## config.mk

```make
export PLATFORM = sky130hd
export DESIGN_NAME = rv32_issue_scoreboard
export DESIGN_NICKNAME = d
export VERILOG_FILES = /design/src/rtl/rv32_issue_scoreboard.sv
export SDC_FILE = /design/constraint.sdc
export NUM_CORES = 1
export LEC_CHECK = 0
export ABC_AREA = 1
export CAP_MARGIN = 10
export CORE_MARGIN = 2
export CORE_UTILIZATION = 35
export CTS_BUF_LIST = sky130_fd_sc_hd__clkbuf_4 sky130_fd_sc_hd__clkbuf_8
export CTS_CLUSTER_DIAMETER = 30
export DETAILED_ROUTE_END_ITERATION = 16
export GPL_TIMING_DRIVEN = 0
export PLACE_DENSITY = 0.52
export SLEW_MARGIN = 20
export SYNTH_ARGS = -nofsm -noshare
export SYNTH_HDL_FRONTEND = slang
export SYNTH_SLANG_ARGS = --single-unit
```

## constraint.sdc

```tcl
create_clock -name clk -period 4.3 [get_ports clk]
set_clock_uncertainty 0.05 [all_clocks]
set_input_delay 0.86 -clock clk [delete_from_list [all_inputs] [get_ports clk]]
set_output_delay 0.86 -clock clk [all_outputs]
set_load 0.005 [all_outputs]
```

## src/rtl/rv32_issue_scoreboard.sv

```systemverilog
// rv32_issue_scoreboard: holds decoded instructions with pending source writes and issues them through a registered output stage
// Ports:
//   clk, rst               clock, asynchronous active-high reset
//   in_valid/in_ready      decoded instruction handshake
//   in_rd/in_rs1/in_rs2    register addresses, in_uses_rs1/in_uses_rs2/in_writes_rd usage flags
//   in_decode_error        illegal instruction; bypasses hazards, never marks rd
//   out_valid/out_ready    issued instruction handshake, out_* registered fields
//   wb_valid/wb_rd         per-port writeback completions (port i at wb_rd[5i+4:5i])
//   busy                   some register has an outstanding write
//   wb_underflow           sticky: a writeback arrived for a register with nothing outstanding
module rv32_issue_scoreboard #(
  parameter int PENDING_WIDTH = 2,
  parameter int WB_PORTS = 2
) (
  input  logic                  clk,
  input  logic                  rst,
  input  logic                  in_valid,
  output logic                  in_ready,
  input  logic [4:0]            in_rd,
  input  logic [4:0]            in_rs1,
  input  logic [4:0]            in_rs2,
  input  logic                  in_uses_rs1,
  input  logic                  in_uses_rs2,
  input  logic                  in_writes_rd,
  input  logic                  in_decode_error,
  output logic                  out_valid,
  input  logic                  out_ready,
  output logic [4:0]            out_rd,
  output logic [4:0]            out_rs1,
  output logic [4:0]            out_rs2,
  output logic                  out_writes_rd,
  output logic                  out_decode_error,
  input  logic [WB_PORTS-1:0]   wb_valid,
  input  logic [5*WB_PORTS-1:0] wb_rd,
  output logic                  busy,
  output logic                  wb_underflow
);
  localparam int SW = PENDING_WIDTH + $clog2(WB_PORTS + 1) + 1;
  localparam logic [PENDING_WIDTH-1:0] MAX = '1;
  logic [31:0][PENDING_WIDTH-1:0] cnt_q, cnt_d;
  logic out_valid_q, out_valid_d, out_writes_rd_q, out_writes_rd_d, out_decode_error_q, out_decode_error_d;
  logic [4:0] out_rd_q, out_rd_d, out_rs1_q, out_rs1_d, out_rs2_q, out_rs2_d;
  logic busy_q, busy_d, wb_underflow_q, wb_underflow_d;
  logic eff_writes, hazard, transfer;
  logic [SW-1:0] up, dn;
  always_comb begin
    eff_writes = in_writes_rd && in_rd != 5'd0 && !in_decode_error;
    hazard = !in_decode_error && ((in_uses_rs1 && cnt_q[in_rs1] != '0) ||
                                  (in_uses_rs2 && cnt_q[in_rs2] != '0) ||
                                  (eff_writes && cnt_q[in_rd] == MAX));
    in_ready = !rst && !hazard && (!out_valid_q || out_ready);
    transfer = in_valid && in_ready;
    out_valid_d = transfer ? 1'b1 : (out_ready ? 1'b0 : out_valid_q);
    out_rd_d = transfer ? in_rd : out_rd_q;
    out_rs1_d = transfer ? in_rs1 : out_rs1_q;
    out_rs2_d = transfer ? in_rs2 : out_rs2_q;
    out_writes_rd_d = transfer ? eff_writes : out_writes_rd_q;
    out_decode_error_d = transfer ? in_decode_error : out_decode_error_q;
    cnt_d = '0;
    wb_underflow_d = wb_underflow_q;
    up = '0;
    dn = '0;
    // x0 is skipped so its counter stays 0 and writebacks to it are dropped
    for (int r = 1; r < 32; r++) begin
      up = SW'(cnt_q[r]) + SW'(transfer && eff_writes && in_rd == 5'(r));
      dn = '0;
      for (int p = 0; p < WB_PORTS; p++) dn = dn + SW'(wb_valid[p] && wb_rd[5*p +: 5] == 5'(r));
      // more completions than outstanding writes: clamp and remember the error
      wb_underflow_d = wb_underflow_d || (dn > up);
      cnt_d[r] = (dn > up) ? '0 : PENDING_WIDTH'(up - dn);
    end
    busy_d = |cnt_d;
  end
  always_ff @(posedge clk or posedge rst) begin
    if (rst) begin
      cnt_q <= '0;
      out_valid_q <= 1'b0;
      out_rd_q <= '0;
      out_rs1_q <= '0;
      out_rs2_q <= '0;
      out_writes_rd_q <= 1'b0;
      out_decode_error_q <= 1'b0;
      busy_q <= 1'b0;
      wb_underflow_q <= 1'b0;
    end else begin
      cnt_q <= cnt_d;
      out_valid_q <= out_valid_d;
      out_rd_q <= out_rd_d;
      out_rs1_q <= out_rs1_d;
      out_rs2_q <= out_rs2_d;
      out_writes_rd_q <= out_writes_rd_d;
      out_decode_error_q <= out_decode_error_d;
      busy_q <= busy_d;
      wb_underflow_q <= wb_underflow_d;
    end
  end
  assign out_valid = out_valid_q;
  assign out_rd = out_rd_q;
  assign out_rs1 = out_rs1_q;
  assign out_rs2 = out_rs2_q;
  assign out_writes_rd = out_writes_rd_q;
  assign out_decode_error = out_decode_error_q;
  assign busy = busy_q;
  assign wb_underflow = wb_underflow_q;
endmodule

```

==> results.json, run 1 <==
{
  "end_kind": "flip-flop",
  "clk_path_buf_depth": 2,
  "p_seq_share_pct": 28.5,
  "grt_pass1_wl_um": 50700,
  "drt_iter0_drc": 733,
  "seq_area_frac_synth_pct": 23.0,
  "finalSetupViolCount": 1,
  "cts_tree": "built",
  "finalCritPeriodShare_pct": 102,
  "cts_sinks": 82,
  "crit_top_cell": "nand3_2",
  "synth-main-ff-cell": "dfrtp_1",
  "hold_end": "out_rs2[0]",
  "met3_usage_pct": 3.50,
  "finalCriticalPeriod_ps": 4390,
  "diodes": 0,
  "p_per_area_mw_per_mm2": 360,
  "swShare_pct": 45.2,
  "intPower_mw": 2.28,
  "synthesis.nets": 1518,
  "finalSetupTns_ps": -93.0,
  "synth_cell_type_count": 35,
  "violations": "setup timing",
  "synth_warnings": 0,
  "cp_max_fo": 5,
  "async_flop_share_pct": 100,
  "rsz0062_at_grt": "true",
  "grt_use_total_pct": 25.6,
  "ioPinCount": 56,
  "synth-seq-cells": 82,
  "numPlacedInstances": 1680,
  "wl_per_cell_um": 19.1,
  "yosys.area.top_type_share_pct": 26.1,
  "synth_edf_count": 0,
  "grt_pass1_vias": 8619,
  "dr.pass1.iters": 7,
  "pre_cts_ws_ps": -1990,
  "crit_slowest_cell": "nor4_4",
  "met2_usage_pct": 42.1,
  "hold_ws_ps": 428,
  "h-tree-depth": 3,
  "synthTopCellsByArea": "ha_1 26%, dfrtp_1 23%, nand2_1 13%, inv_1 9.7%, nor2_1 8.1%",
  "chipWidth_um": 164,
  "die_y_um": 164,
  "syn_area_sq_mm": 0.00892,
  "port_buffers": 52,
  "use_met1_pct": 33.6,
  "whs_path_depth": 2,
  "placed_cell_area_sq_mm": 0.00988,
  "leakage_nw": 5.99,
  "setup_ws_ps": -93.0,
  "yosys.area.top_type": "ha_1",
  "critPathLaunchType": "input pin",
  "reg2reg_to": "busy",
  "maxCapViolCount": 0,
  "r2r-start": "cnt_q[58]",
  "finalNetCount": 1633,
  "hpwl_um": 26200,
  "run_status": "complete, but fails checks",
  "p_sw_mw": 1.88,
  "start_util_pct": 35.5,
  "drive_gt1_share_pct": 17.3,
  "totalWireLength_um": 33300,
  "final-max-slew-violation-count": 0,
  "max_freq_ghz": 0.228,
  "drcViolationCount": 0,
  "synth_most_common_cell": "nand2_1",
  "gp_congestion": 0.976,
  "hold_path.class": "flip-flop to flip-flop",
  "overflow": 0,
  "worstMarginPinSlew_ps": 648,
  "die-area_sq_mm": 0.0268,
  "worst_ir_drop_vdd_uv": 184,
  "crit_required_ps": 4530,
  "viasPerCell": 4.98,
  "postCtsHoldBufs": 0,
  "synthTopCellsByCount": "312 x nand2_1, 231 x inv_1, 192 x nor2_1",
  "grt_max_degree": 56,
  "comb_power_share_pct": 53.1,
  "critPathMaxStageDelay_ps": 340,
  "reg2regPathDepth": 24,
  "cts_root_buf": "clkbuf_8",
  "slew_headroom_pct": 56.8,
  "synth_area_per_cell_sq_um": 6.88,
  "rrSetupSlack_ps": 40,
  "placementRows": 58,
  "clk_latency_ps": 410,
  "clk_pin_slew_ps": 110,
  "design_area_sq_mm": 0.0116,
  "busiest_layer": "met2",
  "stdcell_count": 1747,
  "cts_buffers": 9,
  "via_count": 8706,
  "hold_violations": 0,
  "ant_nets": 0,
  "path_class": "input pin to flip-flop",
  "synth_cells": 1297,
  "p_clk_share_pct": 18.4,
  "grt_antenna_before_repair": 0,
  "hp-start": "out_rs2[0]",
  "syn2layout_area_growth_pct": 29.9,
  "coreArea_sq_mm": 0.0251,
  "critPathArrivalTime_ps": 4620
}
stage by stage:
| step | power [mW] | utilization [%] |
|---|---|---|
| floorplan | 2.28 | - |
| global placement | 2.94 | 39.2 |
| detailed placement | 2.96 | 39.4 |
| CTS | 3.94 | 43.6 |
| global route | 4.48 | 46.1 |
| finish | 4.17 | 46.1 |
cells by family after synthesis:
family | count (synthesis) | synth area share, %
AND/OR/NAND/NOR | 651 | 30.9
AO/OA/AOI/OAI | 88 | 5.30
flip-flops | 82 | 23.0
XOR/XNOR | 31 | 3.04
adder cells (fa/ha/maj) | 186 | 26.1
buffers and inverters | 259 | 11.6
layer usage:
layer	vias to the layer above	part of all wire, %
met5	-	0
met4	0	4.1
met3	76	5.9
met2	304	46
met1	3999	44
li1	4327	-
cell type report:
type | count | area (sq um)
Clock inverter | 6 | 115
Sequential cell | 82 | 2050
Tap cell | 330 | 413
Buffer | 24 | 283
Fill cell | 2596 | 13500
Inverter | 234 | 912
Timing Repair Buffer | 105 | 1090
Multi-Input combinational cell | 956 | 6590
Clock buffer | 10 | 131
power by group through the flow:
stage          Combinational (mW)  Sequential (mW)  Clock, mW
2_1_floorplan                1.21             1.06          0
3_3_place_gp                 1.76             1.18          0
3_5_place_dp                 1.77             1.18          0
4_1_cts                      2.00             1.17      0.774
5_1_grt                      2.47             1.21      0.802
6_report                     2.21             1.19      0.766
repair_timing:
| item | 4_1_cts | 5_1_grt |
|---|---|---|
| gates resized for setup | 162 | 102 |
| setup endpoints to repair | 58 | 3 |
| gates cloned | 4 | 1 |
| buffers inserted | 34 | 13 |
| pin swaps | 38 | 66 |
sequential cells by signal, summed over array words and instances (netlist names):
name / cells
out_rd: 5
wb_underflow: 1
out_rs2: 5
out_writes_rd: 1
out_decode_error: 1
out_valid: 1
out_rs1: 5
busy: 1
cnt_q: 62
cells in the final DEF, fill, tap and decap left out, types with 4 or more instances in the layout:
master             n
a21oi_1           20
a21oi_2            7
buf_12            10
buf_16             5
buf_4             42
buf_6              9
buf_8              5
clkbuf_1           6
clkbuf_8          10
clkdlybuf4s50_1   41
dfrtp_1           82
ha_1             161
ha_4              23
inv_1            209
inv_2             19
nand2_1          301
nand2_2            9
nand2_4            4
nand3_1           58
nand3_2            7
nand4_1           31
nor2_1           163
nor2_2            22
nor2_4            19
nor3_1             5
nor3_2             5
o21ai_0           38
o21ai_1            7
o21bai_1           6
or2_2              4
or2_4              4
xnor2_1           24
xor2_1             7
critical path: cells and delay by family:
family,cells,cell delay (ps)
buffers and inverters,7,820
adders and majority gates,3,550
and+or+nand+nor,17,2050
AOI/OAI and AO/OA,2,320
worst max-delay path by stage:
stage / to / startpoint / depth (start not counted)
2_1_floorplan: busy / in_rd[0] / 31
3_3_place_gp: busy / in_rd[1] / 25
3_5_place_dp: busy / in_rs2[1] / 29
4_1_cts: busy / in_rd[0] / 30
5_1_grt: busy / in_rd[1] / 30
6_report: busy / in_rd[1] / 29
(Power assumes the default switching activity.)
==> inputs of run 2 (changes only) <==
- ABC_CLOCK_PERIOD_IN_PS: default -> 4300
==> results of run 2 <==
No change in the layout: final DEF, timing and power equal those of run 1.
==> inputs of run 3 (changes only) <==
- ABC_AREA: 1 -> default
==> run 3 against run 2 <==
Compared with the run above: the flow still finishes with violations (setup timing); synthesized cell count shrank 26%; utilization fell by 1.8 points; cell count shrank 21%; worst hold slack improved by 32 ps; total power is 6.5% lower; setup slack got worse by 990 ps; global-route usage shrank 2.1 points; sequential power shrank 4%; largest power group unchanged.
==> results.json, run 3 <==
{
  "critPathBufInv": 5,
  "placementRows": 57,
  "power_mw": 3.90,
  "hp-start": "out_decode_error",
  "clk_pin_slew_ps": 90,
  "hold_violations": 0,
  "seq_area_frac_synth_pct": 24.1,
  "finalCriticalPeriod_ps": 5380,
  "grt_antenna_before_repair": 0,
  "yosys.area.top_type_share_pct": 27.3,
  "async_flop_share_pct": 100,
  "r2r-start": "cnt_q[58]",
  "regMostFlops": "cnt_q",
  "clk_latency_ps": 390,
  "grt_use_total_pct": 23.5,
  "critPathTopFamily": "simple AND/OR/NAND/NOR gates",
  "totalWireLength_um": 29700,
  "crit_top_cell": "or4_4",
  "drive_gt1_share_pct": 19.4,
  "crit_slowest_cell": "or4_4",
  "h-tree-depth": 3,
  "final_common_cell": "ha_1",
  "seqCellArea_sq_mm": 0.00205,
  "max_freq_ghz": 0.186,
  "overflow": 0,
  "via_count": 7430,
  "ioPinCount": 56,
  "path_class": "input pin to flip-flop",
  "synthTopCellsByCount": "186 x ha_1, 150 x nor2_1, 130 x inv_1",
  "final-max-slew-violation-count": 0,
  "finalCritPeriodShare_pct": 125,
  "cts_buffers": 9,
  "path_depth": 20,
  "largest_register_ff_count": 62,
  "synth_warnings": 0,
  "critPathArrivalTime_ps": 5600,
  "fillers": 2407,
  "syn_area_sq_mm": 0.00851,
  "slew_headroom_pct": 21.2,
  "multi_input_area_sq_mm": 0.00651,
  "synth_area_per_cell_sq_um": 8.83,
  "critPathLaunchType": "input pin",
  "drt_iter0_drc": 526,
  "start_util_pct": 35.3,
  "clk_path_buf_depth": 2,
  "coreArea_sq_mm": 0.0241,
  "drcViolationCount": 0,
  "diodes": 0,
  "yosys.area.top_type": "ha_1",
  "leakage_nw": 5.02,
  "port_buffers": 51,
  "pre_cts_ws_ps": -2930,
  "crit_required_ps": 4520,
  "syn2layout_area_growth_pct": 25.7,
  "cts_root_buf": "clkbuf_8",
  "reg2regPathDepth": 19,
  "hold_path.class": "flip-flop to flip-flop",
  "setup_ws_ps": -1080,
  "chipWidth_um": 160,
  "ant_nets": 0,
  "cts_tree": "built",
  "finalNetCount": 1274,
  "viasPerCell": 5.38,
  "rrSetupSlack_ps": -1000,
  "critPathMaxStageDelay_ps": 520,
  "worst_ir_drop_vdd_uv": 143,
  "run_status": "complete, but fails checks",
  "synthesis.nets": 1185,
  "cp-endpoint": "busy",
  "die_y_um": 160,
  "synth_cells": 964,
  "grt_pass1_wl_um": 44700,
  "synth_most_common_cell": "ha_1",
  "worstMarginPinSlew_ps": 1180,
  "cp_max_fo": 10,
  "postCtsHoldBufs": 0,
  "layout_common_cells": "164 x ha_1, 149 x nor2_1, 123 x inv_1, 82 x dfrtp_1, 54 x nand2_1",
  "dr.pass1.iters": 5,
  "numPlacedInstances": 1340,
  "path_cells": "buf_12, clkinv_8, mux4_2, mux2_4, a311o_1, o221a_4, and4_4, clkbuf_16, and3_1, ha_2, ha_1, inv_1, ha_4, nand2b_1, a21oi_2, buf_4, a21oi_1, or4_4, or4_4, or4_4",
  "synth-main-ff-cell": "dfrtp_1",
  "grt_pass1_vias": 7401,
  "gp_congestion": 0.934,
  "die-area_sq_mm": 0.0256,
  "hpwl_um": 23500,
  "finalSetupTns_ps": -1470,
  "violations": "setup timing",
  "reg2reg_to": "busy",
  "end_kind": "flip-flop",
  "maxCapViolCount": 0,
  "finish.utilization_pct": 44.4,
  "synthTopCellsByArea": "ha_1 27%, dfrtp_1 24%, nor2_1 6.6%, mux4_2 5.8%, inv_1 5.7%",
  "rsz0062_at_grt": "true",
  "critPathLaunch": "in_rs2[0]",
  "stdcell_count": 1381,
  "cts_sinks": 82,
  "p_per_area_mw_per_mm2": 364,
  "synth-seq-cells": 82,
  "synth_edf_count": 0,
  "synth_cell_type_count": 58,
  "finalSetupViolCount": 2,
  "wl_per_cell_um": 21.5,
  "grt_max_degree": 54
}
## run 3: changes by cell type after synthesis, moves of 23 or more
cell,before,now
and3_1,0,32
nand4_1,31,8
nor2_1,192,150
nand2b_1,0,31
a21oi_1,27,63
nand3_1,67,11
o21ai_0,40,1
nand2_1,312,56
inv_1,231,130
## run 3: layout make-up
cell class / instances / share of cell area [%]
clock buffer: 11 / 1.42
multi-input combinational: 727 / 60.9
sequential: 82 / 19.2
inverter: 131 / 4.81
buffer: 24 / 2.55
clock inverter: 4 / 0.257
timing repair buffer: 78 / 7.11
tap: 324 / 3.79
## run 3: layer usage
metal / vias up / wire [um] / track usage, %
li1: 3501 / - / -
met1: 3617 / 13200 / 31.4
met2: 246 / 13400 / 37.5
met3: 66 / 1710 / 3.71
met4: 0 / 1370 / 10.7
met5: - / 0 / 0
## run 3: cells by family (layout without fill, tap and decap cells)
kind of cell    Yosys count  in the layout  share of synthesized area, %
fa+ha+maj               186            186                          27.3
xor+xnor                 28             28                          2.88
mux                      47             47                          10.0
flops                    82             82                          24.1
compound gates          119            119                          9.10
buf+inv                 155            248                          7.16
simple gates            347            347                          19.4
## run 3: per-stage QoR
stage	cell area (sq um)	hold WS, ps
after global routing	10700	483
after global placement	9750	437
final	10700	461
after detailed placement	9790	442
after floorplan	8840	440
after CTS	10400	465
## run 3: report_power, final
part	total (mW)	switching, mW	internal, mW
logic	2.19	1.17	1.02
registers	1.14	0.199	0.941
clock network	0.570	0.332	0.237
## run 3: what timing repair did
item,in CTS,in global routing
gates resized for setup,88,51
hold endpoints to repair,0,0
cloned,0,2
endpoints found under the setup margin,74,8
buffers inserted,8,16
pin swaps,15,29
## run 3: worst min-delay path by stage
stage / slack (ps) / cells after the start / endpoint
3_3_place_gp: 440 / 1 / out_rs1[3]
5_1_grt: 480 / 1 / out_rs1[2]
3_5_place_dp: 440 / 1 / out_decode_error
2_1_floorplan: 440 / 1 / out_decode_error
6_report: 460 / 1 / out_decode_error
4_1_cts: 460 / 1 / out_decode_error
